**config.mk**
```make
export PLATFORM = sky130hd
export DESIGN_NAME = pc_gen
export DESIGN_NICKNAME = d
export VERILOG_FILES = /design/src/rtl/pc_gen_pkg.sv /design/src/rtl/mux2to1.sv /design/src/rtl/pc_gen.sv
export SDC_FILE = /design/constraint.sdc
export NUM_CORES = 1
export LEC_CHECK = 0
export CORE_MARGIN = 4
export CORE_UTILIZATION = 41
export DETAILED_ROUTE_END_ITERATION = 7
export GPL_ROUTABILITY_DRIVEN = 0
export PLACE_DENSITY = 0.84
export SKIP_CTS_REPAIR_TIMING = 1
export SLEW_MARGIN = 20
export SYNTH_ARGS = -nofsm -noshare
export SYNTH_HDL_FRONTEND = slang
export SYNTH_SLANG_ARGS = --single-unit
export TNS_END_PERCENT = 1
```
**constraint.sdc**
```tcl
create_clock -name Clk -period 2.9 [get_ports Clk]
set_input_delay 0.725 -clock Clk [delete_from_list [all_inputs] [get_ports Clk]]
set_output_delay 0.725 -clock Clk [all_outputs]
set_load 0.01 [all_outputs]
```
**src/rtl/pc_gen_pkg.sv**
```systemverilog
// Shared definitions for the PC-generation stage: FSM state encoding,
// default reset vector and the alignment helper used on redirect targets.
package pc_gen_pkg;

  typedef enum logic [1:0] {
    PCG_BOOT = 2'd0,
    PCG_RUN  = 2'd1,
    PCG_HALT = 2'd2,
    PCG_TRAP = 2'd3
  } pcg_state_e;

  localparam logic [31:0] PCG_DEFAULT_RESET_PC = 32'h0000_0000;

  function automatic logic pcg_is_aligned(input logic [31:0] addr);
    return (addr[1:0] == 2'b00);
  endfunction

endpackage

```
**src/rtl/mux2to1.sv**
```systemverilog
// Generic two-input multiplexer: y = sel ? d1 : d0.
module mux2to1 #(
  parameter int k = 32
) (
  input  logic [k-1:0] d0,
  input  logic [k-1:0] d1,
  input  logic         sel,
  output logic [k-1:0] y
);

  assign y = sel ? d1 : d0;

endmodule

```
**src/rtl/pc_gen.sv**
```systemverilog
// Program-counter generation: holds the fetch PC, selects the next PC from
// pc_plus4 / jump / branch, and tracks BOOT/RUN/HALT/TRAP for the fetch unit.
module pc_gen
  import pc_gen_pkg::*;
#(
  parameter logic [31:0] RESET_PC = PCG_DEFAULT_RESET_PC,
  parameter int          CNT_W    = 32
) (
  input  logic             Clk,
  input  logic             Rst,
  input  logic             Run,
  input  logic             stall,
  input  logic [31:0]      pc_plus4,
  input  logic             branch_taken,
  input  logic [31:0]      branch_pc,
  input  logic             jump,
  input  logic [31:0]      jump_pc,
  input  logic             halt,
  output logic [31:0]      pc,
  output logic             fetch_valid,
  output logic             flush_if,
  output logic             halted,
  output logic             misalign,
  output logic [CNT_W-1:0] fetch_cnt
);

  pcg_state_e       state_q, state_d;
  logic [31:0]      pc_q, pc_d;
  logic [CNT_W-1:0] cnt_q, cnt_d;

  logic [31:0] seq_or_jump;
  logic [31:0] next_pc;
  logic        redirect;

  // Branch sits in the outer mux so it wins over a simultaneous jump (EX is older).
  mux2to1 #(.k(32)) u_mux_jump (
    .d0  (pc_plus4),
    .d1  (jump_pc),
    .sel (jump),
    .y   (seq_or_jump)
  );

  mux2to1 #(.k(32)) u_mux_branch (
    .d0  (seq_or_jump),
    .d1  (branch_pc),
    .sel (branch_taken),
    .y   (next_pc)
  );

  assign redirect = branch_taken | jump;

  always_comb begin
    // NOTE: every output of this block gets a default first so no path leaves it unassigned (no latches).
    state_d     = state_q;
    pc_d        = pc_q;
    cnt_d       = cnt_q;
    fetch_valid = 1'b0;
    flush_if    = 1'b0;

    unique case (state_q)
      PCG_BOOT: begin
        if (Run) state_d = PCG_RUN;
      end
      PCG_RUN: begin
        if (Run) begin
          fetch_valid = 1'b1;
          if (!stall && !halt) cnt_d = cnt_q + CNT_W'(1);
          if (redirect) begin
            if (pcg_is_aligned(next_pc)) begin
              flush_if = 1'b1;
              pc_d     = next_pc;
            end else begin
              state_d = PCG_TRAP;
            end
          end else if (halt) begin
            state_d = PCG_HALT;
          end else if (!stall) begin
            pc_d = next_pc;
          end
        end
      end
      default: ;  // HALT and TRAP are frozen until reset
    endcase
  end

  // NOTE: sequential state uses non-blocking assignments so all registers update together at the edge.
  always_ff @(posedge Clk) begin
    // NOTE: reset is synchronous: Rst is only looked at on the rising clock edge.
    if (Rst) state_q <= PCG_BOOT;
    else     state_q <= state_d;
  end

  always_ff @(posedge Clk) begin
    if (Rst) pc_q <= RESET_PC;
    else     pc_q <= pc_d;
  end

  always_ff @(posedge Clk) begin
    if (Rst) cnt_q <= '0;
    else     cnt_q <= cnt_d;
  end

  assign pc        = pc_q;
  assign fetch_cnt = cnt_q;
  assign halted    = (state_q == PCG_HALT);
  assign misalign  = (state_q == PCG_TRAP);

endmodule

```
==> out/summary.txt <==
PWR
---------------------------------------------------------------------------------------
Leakage power of the design                                                     1.95 nW
Pwr per Cell Area                                                           347 mW/mm^2
Max VDD drop                                                                 0.000320 V
Design internal power                                                           1.46 mW
Fraction of power consumed by combinational cells                                 16.6%
Total net switching power                                                        462 uW
Clock Power Share                                                                 35.4%
Flop pwr share                                                                    48.1%
Switching share of power                                                          24.1%

CRITICAL PATH
---------------------------------------------------------------------------------------
Critical path destination                                                      flush_if
WS Path Type                                                               primary input to output port
Cell-by-cell listing of the critical path                                  clkdlybuf4s50_1, or4b_2, a21oi_2, clkbuf_2
Worst EP arrival                                                                2.15 ns
Critical register-to-register path endpoint                                fetch_cnt[30]
CP Max Fanout                                                                         2
Worst setup path startpoint                                                  jump_pc[1]
Number of buffers and inverters on the critical path                                  2
Worst setup SP type                                                        primary input
Reg-to-reg slack, setup                                                         0.63 ns
Launch point of the worst reg-to-reg path                                  fetch_cnt[2]
Highest cell delay on the worst timing path                                     0.68 ns
Worst path depth                                                                      4
Delay-heaviest family, CP                                                  simple AND/OR/NAND/NOR gates
Type of element capturing the critical path                                 output port
Data required time at the worst endpoint                                        2.17 ns
Highest-delay cell along the critical path                                 sky130_fd_sc_hd__or4b_2
Worst reg2reg path depth                                                              4

YOSYS
---------------------------------------------------------------------------------------
Top-area cell type share of the netlist area                                      38.1%
Biggest area contributors in the synthesized netlist                       sky130_fd_sc_hd__dfxtp_1, sky130_fd_sc_hd__nand2_1, sky130_fd_sc_hd__mux2i_1, sky130_fd_sc_hd__a21oi_1, sky130_fd_sc_hd__o21ai_0
Synthesis-stage register bit count                                                   66
Yosys top cell by area                                                     sky130_fd_sc_hd__dfxtp_1
Count of mapped cells out of synthesis                                              448
Per-instance average area after synthesis                                    7.73 sq um
Total of warnings raised by yosys                                                     0
Number of unique standard cell types used by synthesis                               37
Netlist area before placement                                              0.00346 sq mm
Post-synthesis sequential area ratio                                              38.1%
Post-synthesis net count                                                            552
Async S/R FF share, synth                                                            0%
Predominant post-synthesis flop cell                                       sky130_fd_sc_hd__dfxtp_1
Number of enable flip-flop cells after synthesis                                      0

CLOCK TREE
---------------------------------------------------------------------------------------
Clock Sinks                                                                          66
Maximum clock insertion buffer count                                                  2
CTS Root Buffer Type                                                       sky130_fd_sc_hd__clkbuf_8
Source-to-sink clock delay at the later pin of the worst-skew pair              0.33 ns
TritonCTS buffer count                                                                9
Clk slew on worst S/H paths                                                     0.07 ns
Maximum level of the CTS H-tree                                                       3
TritonCTS clock tree                                                                yes

PLACED DESIGN
---------------------------------------------------------------------------------------
Post-DP HPWL                                                                    8720 um
Post-placement cell area                                                   0.00535 sq mm
Cell count after placement                                                          713
Worst setup timing slack at the placement stage                               -0.378 ns
Number of buffers added on ports                                                    170

DRT
---------------------------------------------------------------------------------------
Routed wire length                                                             11600 um
Post-DR vias/cell                                                                  5.38
Via Count                                                                          3931
DRC errors left                                                                       0
Number of violations reported at the end of detailed-routing iteration 0             84
Remaining antenna violation count                                                     0
Pre-Repair DR Iteration Count                                                         4
Routed wire length per instance                                                 15.8 um

GRT
---------------------------------------------------------------------------------------
Vias in the first global route                                                     3805
Maximum number of pins on one net before global-route repair                         68
Overflow after GRT                                                                    0
Number of antenna violations at the first check in global routing                     0
Global-route wire length before repair                                         18300 um
Overall track demand over capacity in global routing                              22.9%

FINISH
---------------------------------------------------------------------------------------
Proportion of layout cells with a drive suffix above 1                            8.00%
Count of antenna diodes in the layout                                                 0
FILL cells                                                                          702
Synthesis-to-finish area growth                                                   59.8%
Layout Cell Area excl Fill                                                 0.00554 sq mm
# nets final                                                                        725
Final std cells w/o fill                                                            730

FLOORPLANNING
---------------------------------------------------------------------------------------
Core region area                                                           0.00822 sq mm
Starting density of the core                                                      42.2%
Die Y-Extent                                                                    99.9 um
Overall die width                                                               99.9 um
Area of the die                                                            0.00999 sq mm
Core Rows                                                                            33
Top Ports                                                                           171

STA
---------------------------------------------------------------------------------------
Total count of hold-check failures in the final report                                0
Slew of the pin with the lowest slew margin                                    0.589 ns
Number of failing setup endpoints in the final timing report                          0
Final Critical Period                                                           2.87 ns
Max Clock Freq                                                                  348 MHz
Max Clock Skew                                                               0.00668 ns
Number of max-slew violations in the final report                                     0
Least setup slack across all paths after layout                               0.0297 ns
Setup repair after global routing missed its margin                                  no
Final clock period utilization by the worst path                                  99.0%
Relative max-transition margin                                                    60.7%
Sum of negative setup slack                                                        0 ns

HOLD PATH
---------------------------------------------------------------------------------------
Worst min path class                                                       flop to flop

OUTCOME
---------------------------------------------------------------------------------------
Run status                                                                 finished, final reports clean

RUN
---------------------------------------------------------------------------------------
Count of max-cap constraint violations                                                0

[area by class of cell]
cell class | instances | area [sq um] | area share, %
clock buffer | 12 | 155 | 2.80
timing repair buffer | 191 | 1880 | 33.9
sequential | 66 | 1320 | 23.9
multi-input combinational | 348 | 2020 | 36.4
clock inverter | 3 | 15.0 | 0.271
tap | 105 | 131 | 2.37
inverter | 5 | 18.8 | 0.339
[per-stage QoR]
stage	power (mW)	hold WS (ns)	util [%]
floorplan	1.06	0.481	-
global placement	1.25	0.441	65.1
detailed placement	1.26	0.446	65.1
CTS	1.94	0.455	67.2
global route	2.01	0.473	67.4
finish	1.92	0.453	67.4
[power groups by stage]
stage | clock network [mW] | registers, mW | logic [mW]
after global routing | 0.740 | 0.924 | 0.343
after floorplan | 0 | 0.947 | 0.110
after CTS | 0.697 | 0.923 | 0.317
after global placement | 0 | 0.944 | 0.308
after detailed placement | 0 | 0.944 | 0.315
final | 0.679 | 0.924 | 0.319
[sequential cells by signal, summed over array words and instances, names as in the netlist]
register   flops
fetch_cnt     32
pc            32
state_q        2
[synth_stat cells, types with 4 or more instances]
master                     number
sky130_fd_sc_hd__o31ai_1       13
sky130_fd_sc_hd__inv_1          5
sky130_fd_sc_hd__nand3_1       13
sky130_fd_sc_hd__nand4_1        7
sky130_fd_sc_hd__nor2_1        17
sky130_fd_sc_hd__dfxtp_1       66
sky130_fd_sc_hd__buf_2          5
sky130_fd_sc_hd__or4_1         17
sky130_fd_sc_hd__nor2b_1        4
sky130_fd_sc_hd__a21oi_1       53
sky130_fd_sc_hd__nor4_1         7
sky130_fd_sc_hd__o21ai_0       37
sky130_fd_sc_hd__nand2_1      105
sky130_fd_sc_hd__xnor2_1        4
sky130_fd_sc_hd__clkbuf_1      20
sky130_fd_sc_hd__mux2i_1       33
sky130_fd_sc_hd__or3_1          8
sky130_fd_sc_hd__mux2_2         5
sky130_fd_sc_hd__xor2_1         4
[worst min-delay path, delay by kind of cell, from the launching register on]
kind            cells  cell delay [ns]
flops               1             0.31
compound gates      1             0.05
simple gates        1             0.05
[cells in the final DEF, fill, tap and decap left out, types with 2 or more instances in the layout]
cell and count:
sky130_fd_sc_hd__clkdlybuf4s50_1 166, sky130_fd_sc_hd__nand2_1 105, sky130_fd_sc_hd__dfxtp_1 66, sky130_fd_sc_hd__a21oi_1 52, sky130_fd_sc_hd__o21ai_0 37, sky130_fd_sc_hd__mux2i_1 33
sky130_fd_sc_hd__buf_4 18, sky130_fd_sc_hd__nor2_1 17, sky130_fd_sc_hd__or4_1 17, sky130_fd_sc_hd__nand3_1 13, sky130_fd_sc_hd__o31ai_1 13, sky130_fd_sc_hd__clkbuf_8 11
sky130_fd_sc_hd__or3_1 8, sky130_fd_sc_hd__nand4_1 7, sky130_fd_sc_hd__nor4_1 7, sky130_fd_sc_hd__inv_1 5, sky130_fd_sc_hd__mux2_2 5, sky130_fd_sc_hd__nor2b_1 4
sky130_fd_sc_hd__xor2_1 4, sky130_fd_sc_hd__xnor2_1 4, sky130_fd_sc_hd__and4_1 3, sky130_fd_sc_hd__clkinv_2 3, sky130_fd_sc_hd__buf_2 3, sky130_fd_sc_hd__buf_12 3
sky130_fd_sc_hd__and3_1 2, sky130_fd_sc_hd__nor3b_1 2, sky130_fd_sc_hd__nor3_1 2
[how the worst min path moves through the flow]
| stage | startpoint | endpoint | slack [ns] | depth (start not counted) |
|---|---|---|---|---|
| after floorplan | pc[0] | pc[0] | 0.48 | 2 |
| after global placement | pc[31] | pc[31] | 0.44 | 2 |
| after detailed placement | pc[4] | pc[4] | 0.45 | 2 |
| after CTS | pc[4] | pc[4] | 0.46 | 2 |
| after global routing | pc[26] | pc[26] | 0.47 | 2 |
| final | pc[0] | pc[0] | 0.45 | 2 |
[routing by layer]
layer / track usage [%] / vias up / part of all wire [%]
li1: - / 1945 / -
met1: 25.1 / 1826 / 38
met2: 39.1 / 150 / 50
met3: 10.8 / 10 / 11
met4: 7.46 / 0 / 1.4
met5: 0 / - / 0
[logic make-up after synthesis]
group / share of synthesized area (%)
AND/OR/NAND/NOR: 27.4
flip-flops: 38.1
multiplexers: 11.2
XOR/XNOR: 2.02
buffers and inverters: 4.08
AO/OA/AOI/OAI: 16.8
adder cells (fa/ha/maj): 0.361
(Power assumes the default switching activity.)
